==> config.mk <==
export PLATFORM = sky130hd
export DESIGN_NAME = mips_id_stage
export DESIGN_NICKNAME = d
export VERILOG_FILES = /design/src/rtl/mips_id_stage.sv
export SDC_FILE = /design/constraint.sdc
export NUM_CORES = 2
export LEC_CHECK = 0
export CAP_MARGIN = 25
export CORE_ASPECT_RATIO = 0.8
export CORE_UTILIZATION = 45
export DETAILED_ROUTE_END_ITERATION = 16
export GPL_TIMING_DRIVEN = 0
export PLACE_DENSITY = 0.68
export SETUP_SLACK_MARGIN = 0.02
export SYNTH_ARGS = -nofsm -noshare
export SYNTH_HDL_FRONTEND = slang
export SYNTH_SLANG_ARGS = --single-unit
==> constraint.sdc <==
create_clock -name clk -period 9.7 [get_ports clk]
set_input_delay 1.455 -clock clk [delete_from_list [all_inputs] [get_ports clk]]
set_output_delay 1.455 -clock clk [all_outputs]
set_load 0.05 [all_outputs]
==> src/rtl/mips_id_stage.sv <==
// ============================================================================
// Module   : mips_id_stage
// Function : MIPS ID stage: 32x32 register file, control decode, sign
//            extension and the ID/EX pipeline latch.
//            Optional macro WB_ADDR_PORT_EN adds the mem_wb_writereg port.
// Revision : 1.0  initial release
// ============================================================================
`default_nettype none

module mips_id_stage (
    input  logic        clk,
    input  logic        rst,
    input  logic [31:0] instr,
    input  logic [31:0] if_id_npc,
    input  logic [31:0] mem_wb_writedata,
    input  logic        regWrite,
`ifdef WB_ADDR_PORT_EN
    input  logic [4:0]  mem_wb_writereg,
`endif
    output logic [1:0]  id_ex_wb,
    output logic [2:0]  id_ex_m,
    output logic [3:0]  id_ex_ex,
    output logic [31:0] id_ex_npc,
    output logic [31:0] id_ex_reg1,
    output logic [31:0] id_ex_reg2,
    output logic [31:0] id_ex_sign_ext,
    output logic [4:0]  id_ex_instr20_16,
    output logic [4:0]  id_ex_instr15_11
);

    localparam logic [5:0] OP_RTYPE = 6'h00;
    localparam logic [5:0] OP_LW    = 6'h23;
    localparam logic [5:0] OP_SW    = 6'h2B;
    localparam logic [5:0] OP_BEQ   = 6'h04;
    localparam logic [5:0] OP_ADDI  = 6'h08;

    logic [31:0] regs_q [32];

    logic [1:0]  wb_q,  wb_d;
    logic [2:0]  m_q,   m_d;
    logic [3:0]  ex_q,  ex_d;
    logic [31:0] npc_q, reg1_q, reg2_q, sext_q;
    logic [31:0] reg1_d, reg2_d, sext_d;
    logic [4:0]  rt_q,  rd_q;

    logic [5:0]  w_opcode;
    logic [4:0]  w_rs, w_rt, w_rd, w_waddr;
    logic        w_we;

    assign w_opcode = instr[31:26];
    assign w_rs     = instr[25:21];
    assign w_rt     = instr[20:16];
    assign w_rd     = instr[15:11];

`ifdef WB_ADDR_PORT_EN
    assign w_waddr = mem_wb_writereg;
`else
    assign w_waddr = (w_opcode == OP_RTYPE) ? w_rd : w_rt;
`endif

    // Register 0 is hardwired, so a write to it is simply dropped.
    assign w_we = regWrite && (w_waddr != 5'd0);

    always_comb begin
        wb_d = 2'b00;
        m_d  = 3'b000;
        ex_d = 4'b0000;
        case (w_opcode)
            OP_RTYPE: begin wb_d = 2'b10; m_d = 3'b000; ex_d = 4'b1100; end
            OP_LW:    begin wb_d = 2'b11; m_d = 3'b010; ex_d = 4'b0001; end
            OP_SW:    begin wb_d = 2'b00; m_d = 3'b001; ex_d = 4'b0001; end
            OP_BEQ:   begin wb_d = 2'b00; m_d = 3'b100; ex_d = 4'b0010; end
            OP_ADDI:  begin wb_d = 2'b10; m_d = 3'b000; ex_d = 4'b0001; end
            default:  begin wb_d = 2'b00; m_d = 3'b000; ex_d = 4'b0000; end
        endcase
    end

    // Reads bypass the write port so a same-cycle write is seen immediately.
    always_comb begin
        reg1_d = regs_q[w_rs];
        reg2_d = regs_q[w_rt];
        if (w_we && (w_waddr == w_rs)) reg1_d = mem_wb_writedata;
        if (w_we && (w_waddr == w_rt)) reg2_d = mem_wb_writedata;
        if (w_rs == 5'd0) reg1_d = 32'd0;
        if (w_rt == 5'd0) reg2_d = 32'd0;
    end

    assign sext_d = {{16{instr[15]}}, instr[15:0]};

    always_ff @(posedge clk) begin
        if (!rst) begin
            for (int i = 0; i < 32; i++) begin
                regs_q[i] <= 32'd0;
            end
            wb_q   <= '0;
            m_q    <= '0;
            ex_q   <= '0;
            npc_q  <= '0;
            reg1_q <= '0;
            reg2_q <= '0;
            sext_q <= '0;
            rt_q   <= '0;
            rd_q   <= '0;
        end else begin
            if (w_we) begin
                regs_q[w_waddr] <= mem_wb_writedata;
            end
            wb_q   <= wb_d;
            m_q    <= m_d;
            ex_q   <= ex_d;
            npc_q  <= if_id_npc;
            reg1_q <= reg1_d;
            reg2_q <= reg2_d;
            sext_q <= sext_d;
            rt_q   <= w_rt;
            rd_q   <= w_rd;
        end
    end

    assign id_ex_wb         = wb_q;
    assign id_ex_m          = m_q;
    assign id_ex_ex         = ex_q;
    assign id_ex_npc        = npc_q;
    assign id_ex_reg1       = reg1_q;
    assign id_ex_reg2       = reg2_q;
    assign id_ex_sign_ext   = sext_q;
    assign id_ex_instr20_16 = rt_q;
    assign id_ex_instr15_11 = rd_q;

endmodule

`default_nettype wire

---- After elaboration in Yosys (flattened, before gate mapping) ----
Memory sizes are Yosys's and may differ from the RTL's. A register that Yosys moved wholly into a read port is not among the register bits.
Index checks and enable logic that the tools add are counted.
operators by class
  equality and inequality tests ........... 4
  reduce and logical (&&, ||, !) cells .... 10
  multiplexer cells ....................... 11
  bitwise operators ....................... 1
operator list
  kind                  number
  $mux W32              1
  $reduce_or A32 Y1     1
  $eq A6 B6 Y1 const B  2
  $pmux W4 S3           1
  $logic_not A5 Y1      2
  $mux W5               2
  $pmux W3 S3           1
  $eq A6 B3 Y1 const B  1
  $eq A6 B4 Y1 const B  1
  $logic_not A6 Y1      1
  $reduce_or A2 Y1      3
  $mux W1               5
  $reduce_bool A5 Y1    1
  $pmux W2 S2           1
  $reduce_or A3 Y1      1
  $logic_and A1 B1 Y1   1
  $not A1 Y1            1
storage, ports and cells
  register bits after elaboration ......... 67
  input bits .............................. 99
  output and inout port bits .............. 147
  memories ................................ 1
  word-level logic and storage cells ...... 34
  RAM bits ................................ 1,024
memory list
  memory  depth  width  rd ports  clocked after memory_dff  wr ports  line  text
  regs_q  32     32     2         2                         32        37    logic [31:0] regs_q [32];

---- Longest topological paths before layout ----
  depth in word-level cells ............... 9
  gate-level depth with buffers ........... 10
  gate-level depth less buffers ........... 6

---- Worst setup path after synthesis ----
Ideal clock, no wire load.
  kind .................................... input to register
  start ................................... in instr[27]
  end ..................................... mem regs_q[18][0] (enable)
  path slack .............................. 4.299 ns
  buffers on the path ..................... 1
  library setup time ...................... 0.466 ns
  arrival time ............................ 4.935 ns
  stages .................................. 6
  data required time ...................... 9.234 ns
  path through ............................ nor4_2 nand2_2 nor3b_1 o21ai_2 clkbuf_1 o21ai_0
RTL lines
  item         line  text
  from (decl)  13    input logic [31:0] instr,
  to (decl)    37

---- Final worst setup path ----
  start ................................... in instr[24]
  end ..................................... reg reg1_q[7] (netlist: id_ex_reg1[7]) (read register of regs_q)
on the way
  longest elaborated chain between the ends .. 2
RTL lines
  item                        line  text
  $logic_not A5 Y1            84    if (w_rs == 5'd0) reg1_d = 32'd0;
  $reduce_or A2 Y1 (no line)  --
  to (decl)                   42    logic [31:0] npc_q, reg1_q, reg2_q, sext_q;
Several ways; a longest one is shown, not always the timed one.
A chain may end at the register's enable or synchronous reset.

==> summary.txt <==
Outcome
  – Status: complete, no violations

Yosys
  – Netlist cell types: 46
  – Synth top area share: 53.27%
  – Sequential area share after synthesis: a little under three fifths
  – Synth Warn #: 0
  – Flops & latches, synth: 1148
  – Cell Area, Synth: 57720 sq um
  – Cell count after synthesis: 3864
  – Main flop type after synthesis: edfxtp_1
  – Area leader, netlist: edfxtp_1
  – Ys async rst share: 0%
  – Synth top area cells: edfxtp_1, mux4_2, and2_1
  – Avg Cell Area, Syn: 14.94 sq um
  – Number of enable flip-flop cells after synthesis: 1024

Worst setup path
  – Worst Setup SP: instr[24]
  – Setup CP Type: input port to flop
  – Number of buffers and inverters on the critical path: 4
  – Setup crit start kind: input port
  – CP max-delay cell: clkdlybuf4s50_1
  – Crit end category: flop
  – Critical R2R Launch: regs_q[3][7]
  – Family with the most delay on the worst path: buffers and inverters
  – R2R setup slack: 7140 ps
  – Slowest stage delay, CP: 860 ps
  – Crit-path max FO: 10
  – Worst path cell trace: clkdlybuf4s50_1, inv_1, nor3_1, clkbuf_1, buf_1, a22oi_1, nand4_1, nand2_1, mux2i_1
  – Critical path required time: 10240 ps
  – Crit path arrival time: roughly 5900 ps

Drt
  – Antenna Nets Post-Route: 0
  – Detailed Route Iter0 Violations: about 7300
  – Detailed Routing Iterations Pass 1: 10
  – Via-per-instance ratio: between 6 and 7
  – Vias: 40400
  – Final wirelength: 227.4 mm
  – DRC viols: 0
  – DR WL/cell: 37.35 um

Global routing
  – First-pass GRT wire length: 306.1 mm
  – Gr usage total: around a third
  – Initial antenna violation count: 17
  – Number of global-route vias before repair: 37960
  – Largest net degree at the start of global routing: 33
  – Total gr overflow: 0

Power
  – Clock network fraction of design power: between 30% and 40%
  – Switching power total: about 3300 uW
  – Combinational power share: roughly 15%
  – Cell internal pwr: approximately 8800 uW
  – Pleak: 0.02296 uW
  – Worst vdd ir: 0.0001712 V
  – Cell Pwr Density: 179.4 nW/um^2
  – Sw frac: between 20% and 30%
  – Sequential share of power: 47.8%

Floorplan
  – # IOs: 246
  – # rows: 117
  – Die area: 129700 sq um
  – Die Y: 322.3 um
  – DIE WIDTH: 402.4 um
  – Initial core utilization: 45.37%
  – Core box area: 127200 sq um

Finish
  – Final instance area: about 68000 sq um
  – Nets: roughly 4400
  – Layout area overhead: 17.40%
  – Layout cells sized above 1: 20.89%
  – # fillers: 10230

Clock tree
  – Cts bufs inserted: 115
  – Clock latency on the worst-skew pair: 770 ps
  – Root buffer cell: clkbuf_16
  – Hold_buf cts: 0
  – PostCTS Resize Cnt: 0
  – Clock sinks: 1148
  – Clock buffer depth: 3
  – CTS tree: done
  – # Post-CTS Setup Buffers: 0
  – Clock transition at path regs: ~70 ps
  – H-tree depth: 3

STA
  – Fin. max-slew vios: 0
  – Max Clk Rate: 188.2 MHz
  – Worst-Margin Slew: 1231 ps
  – RSZ-0062 raised after global routing: no
  – Setup Skew: 35.68 ps
  – Crit path time final: 5312 ps
  – Final hold violations: 0
  – Final setup vio count: 0
  – Final setup TNS: 0 ps
  – Slew margin rel.: 17.66%
  – Final Cycle Share: between 50% and 60%

Worst hold path
  – Hold Path Class: flop to flop
  – HP Start: regs_q[19][24]

Flow run
  – Max-cap violations: 0

Placed design
  – Dpl hpwl: 170.0 mm
  – GP Congestion: 1.095
  – Area after DPL: 63980 sq um
  – I/O Buffers: ~230
==> synth_stat cells, drive strengths merged (3+ instances only) <==
cell type	instances
and2	1047
buf	130
clkbuf	296
nand4	35
nand2b	4
nor4	3
o21ai	66
nor3b	4
inv	6
nor3	18
edfxtp	1024
nand2	109
mux4	514
mux2i	66
xnor2	5
nor2b	6
dfxtp	124
a22oi	232
nor2	74
a31oi	7
nand3	11
a21oi	61
xor2	4
==> through the flow <==
stage          total power (uW)  instances  worst slack [ps]  util [%]  hold WS [ps]
3_5_place_dp               7622       5862              4210     50.29         920.7
2_1_floorplan              6805       3895              4299         -         756.7
5_1_grt                   12340       6079              4683     53.25         991.6
3_3_place_gp               7550       5793             546.6     48.93         908.1
6_report                  12160       6088              4388     53.27         946.8
4_1_cts                   12030       6073              4988     53.20         935.6
==> flip-flops by register name (all words and copies together) (netlist names), 3 cells and up <==
register and flops:
id_ex_npc 32, id_ex_reg2 32, id_ex_instr20_16 5, regs_q 1024, id_ex_ex 3, id_ex_reg1 32
id_ex_sign_ext 16
==> cells in the final DEF (no fill, tap or decap), types with 6 or more instances in the layout <==
cell type	instances
clkdlybuf4s50_1	232
dfxtp_1	124
nor3_1	17
buf_16	26
conb_1	32
mux2i_1	66
buf_12	8
nand3_1	11
mux4_2	514
o21ai_0	33
inv_1	6
buf_1	17
and2_1	1047
bufinv_16	7
clkbuf_16	121
clkinv_2	24
a22oi_1	232
clkbuf_2	7
o21ai_4	29
diode_2	9
nand2_1	108
nand4_1	35
nor2_1	73
clkbuf_1	320
clkinv_1	13
a21oi_1	61
nor2b_1	6
buf_8	36
buf_2	86
buf_4	31
edfxtp_1	1024
==> worst paths after layout <==
check,cells after the start,end
worst max-delay path,9,id_ex_reg1[7]
worst min register to register,5,id_ex_reg1[24]
worst min-delay path,5,id_ex_reg1[24]
worst max register to register,5,id_ex_reg1[7]
==> area by class of cell <==
cell class / instances / area [sq um] / area share (%)
Buffer: 426 / 1847 / 2.725
Timing Repair Buffer: 307 / 3750 / 5.534
Antenna cell: 9 / 22.52 / 0.03324
Clock inverter: 54 / 484.2 / 0.7146
Multi-Input combinational cell: 2313 / 23100 / 34.09
Inverter: 8 / 31.28 / 0.04616
Tap cell: 1666 / 2085 / 3.076
Sequential cell: 1148 / 33230 / 49.04
Clock buffer: 157 / 3213 / 4.742
==> per-layer routing <==
layer  vias up  wire, um  GRT usage (%)
li1      15630         -              -
met1     20650     80510          44.75
met2      3598     91630          47.29
met3       509     46230          21.79
met4        14      8651          11.42
met5         -       398          1.718
==> power groups by stage <==
| stage | clock (uW) | combinational, uW | sequential, uW |
|---|---|---|---|
| 2_1_floorplan | 0 | 799 | 6010 |
| 3_3_place_gp | 0 | 1630 | 5920 |
| 3_5_place_dp | 0 | 1720 | 5910 |
| 4_1_cts | 4500 | 1720 | 5810 |
| 5_1_grt | 4680 | 1820 | 5840 |
| 6_report | 4530 | 1820 | 5820 |
==> worst reg2reg max path, stage by stage (launching register included) <==
cell	delay [ps]
edfxtp_1	400
mux4_2	510
a22oi_1	810
nand4_1	160
nand2_1	100
mux2i_1	330
==> kinds of logic (layout without fill, tap and decap cells) <==
| group | count (synthesis) | after routing | synth area share (%) |
|---|---|---|---|
| muxes | 580 | 580 | 21.20 |
| AOI/OAI and AO/OA | 373 | 373 | 4.320 |
| xor gates and xnor gates | 9 | 9 | 0.1366 |
| and+or+nand+nor | 1319 | 1319 | 13.53 |
| other | 1 | 41 | 0.006497 |
| DFF | 1148 | 1148 | 57.57 |
| buffers and inverters | 434 | 952 | 3.230 |
Note: power is estimated with default switching activity, not from simulation.
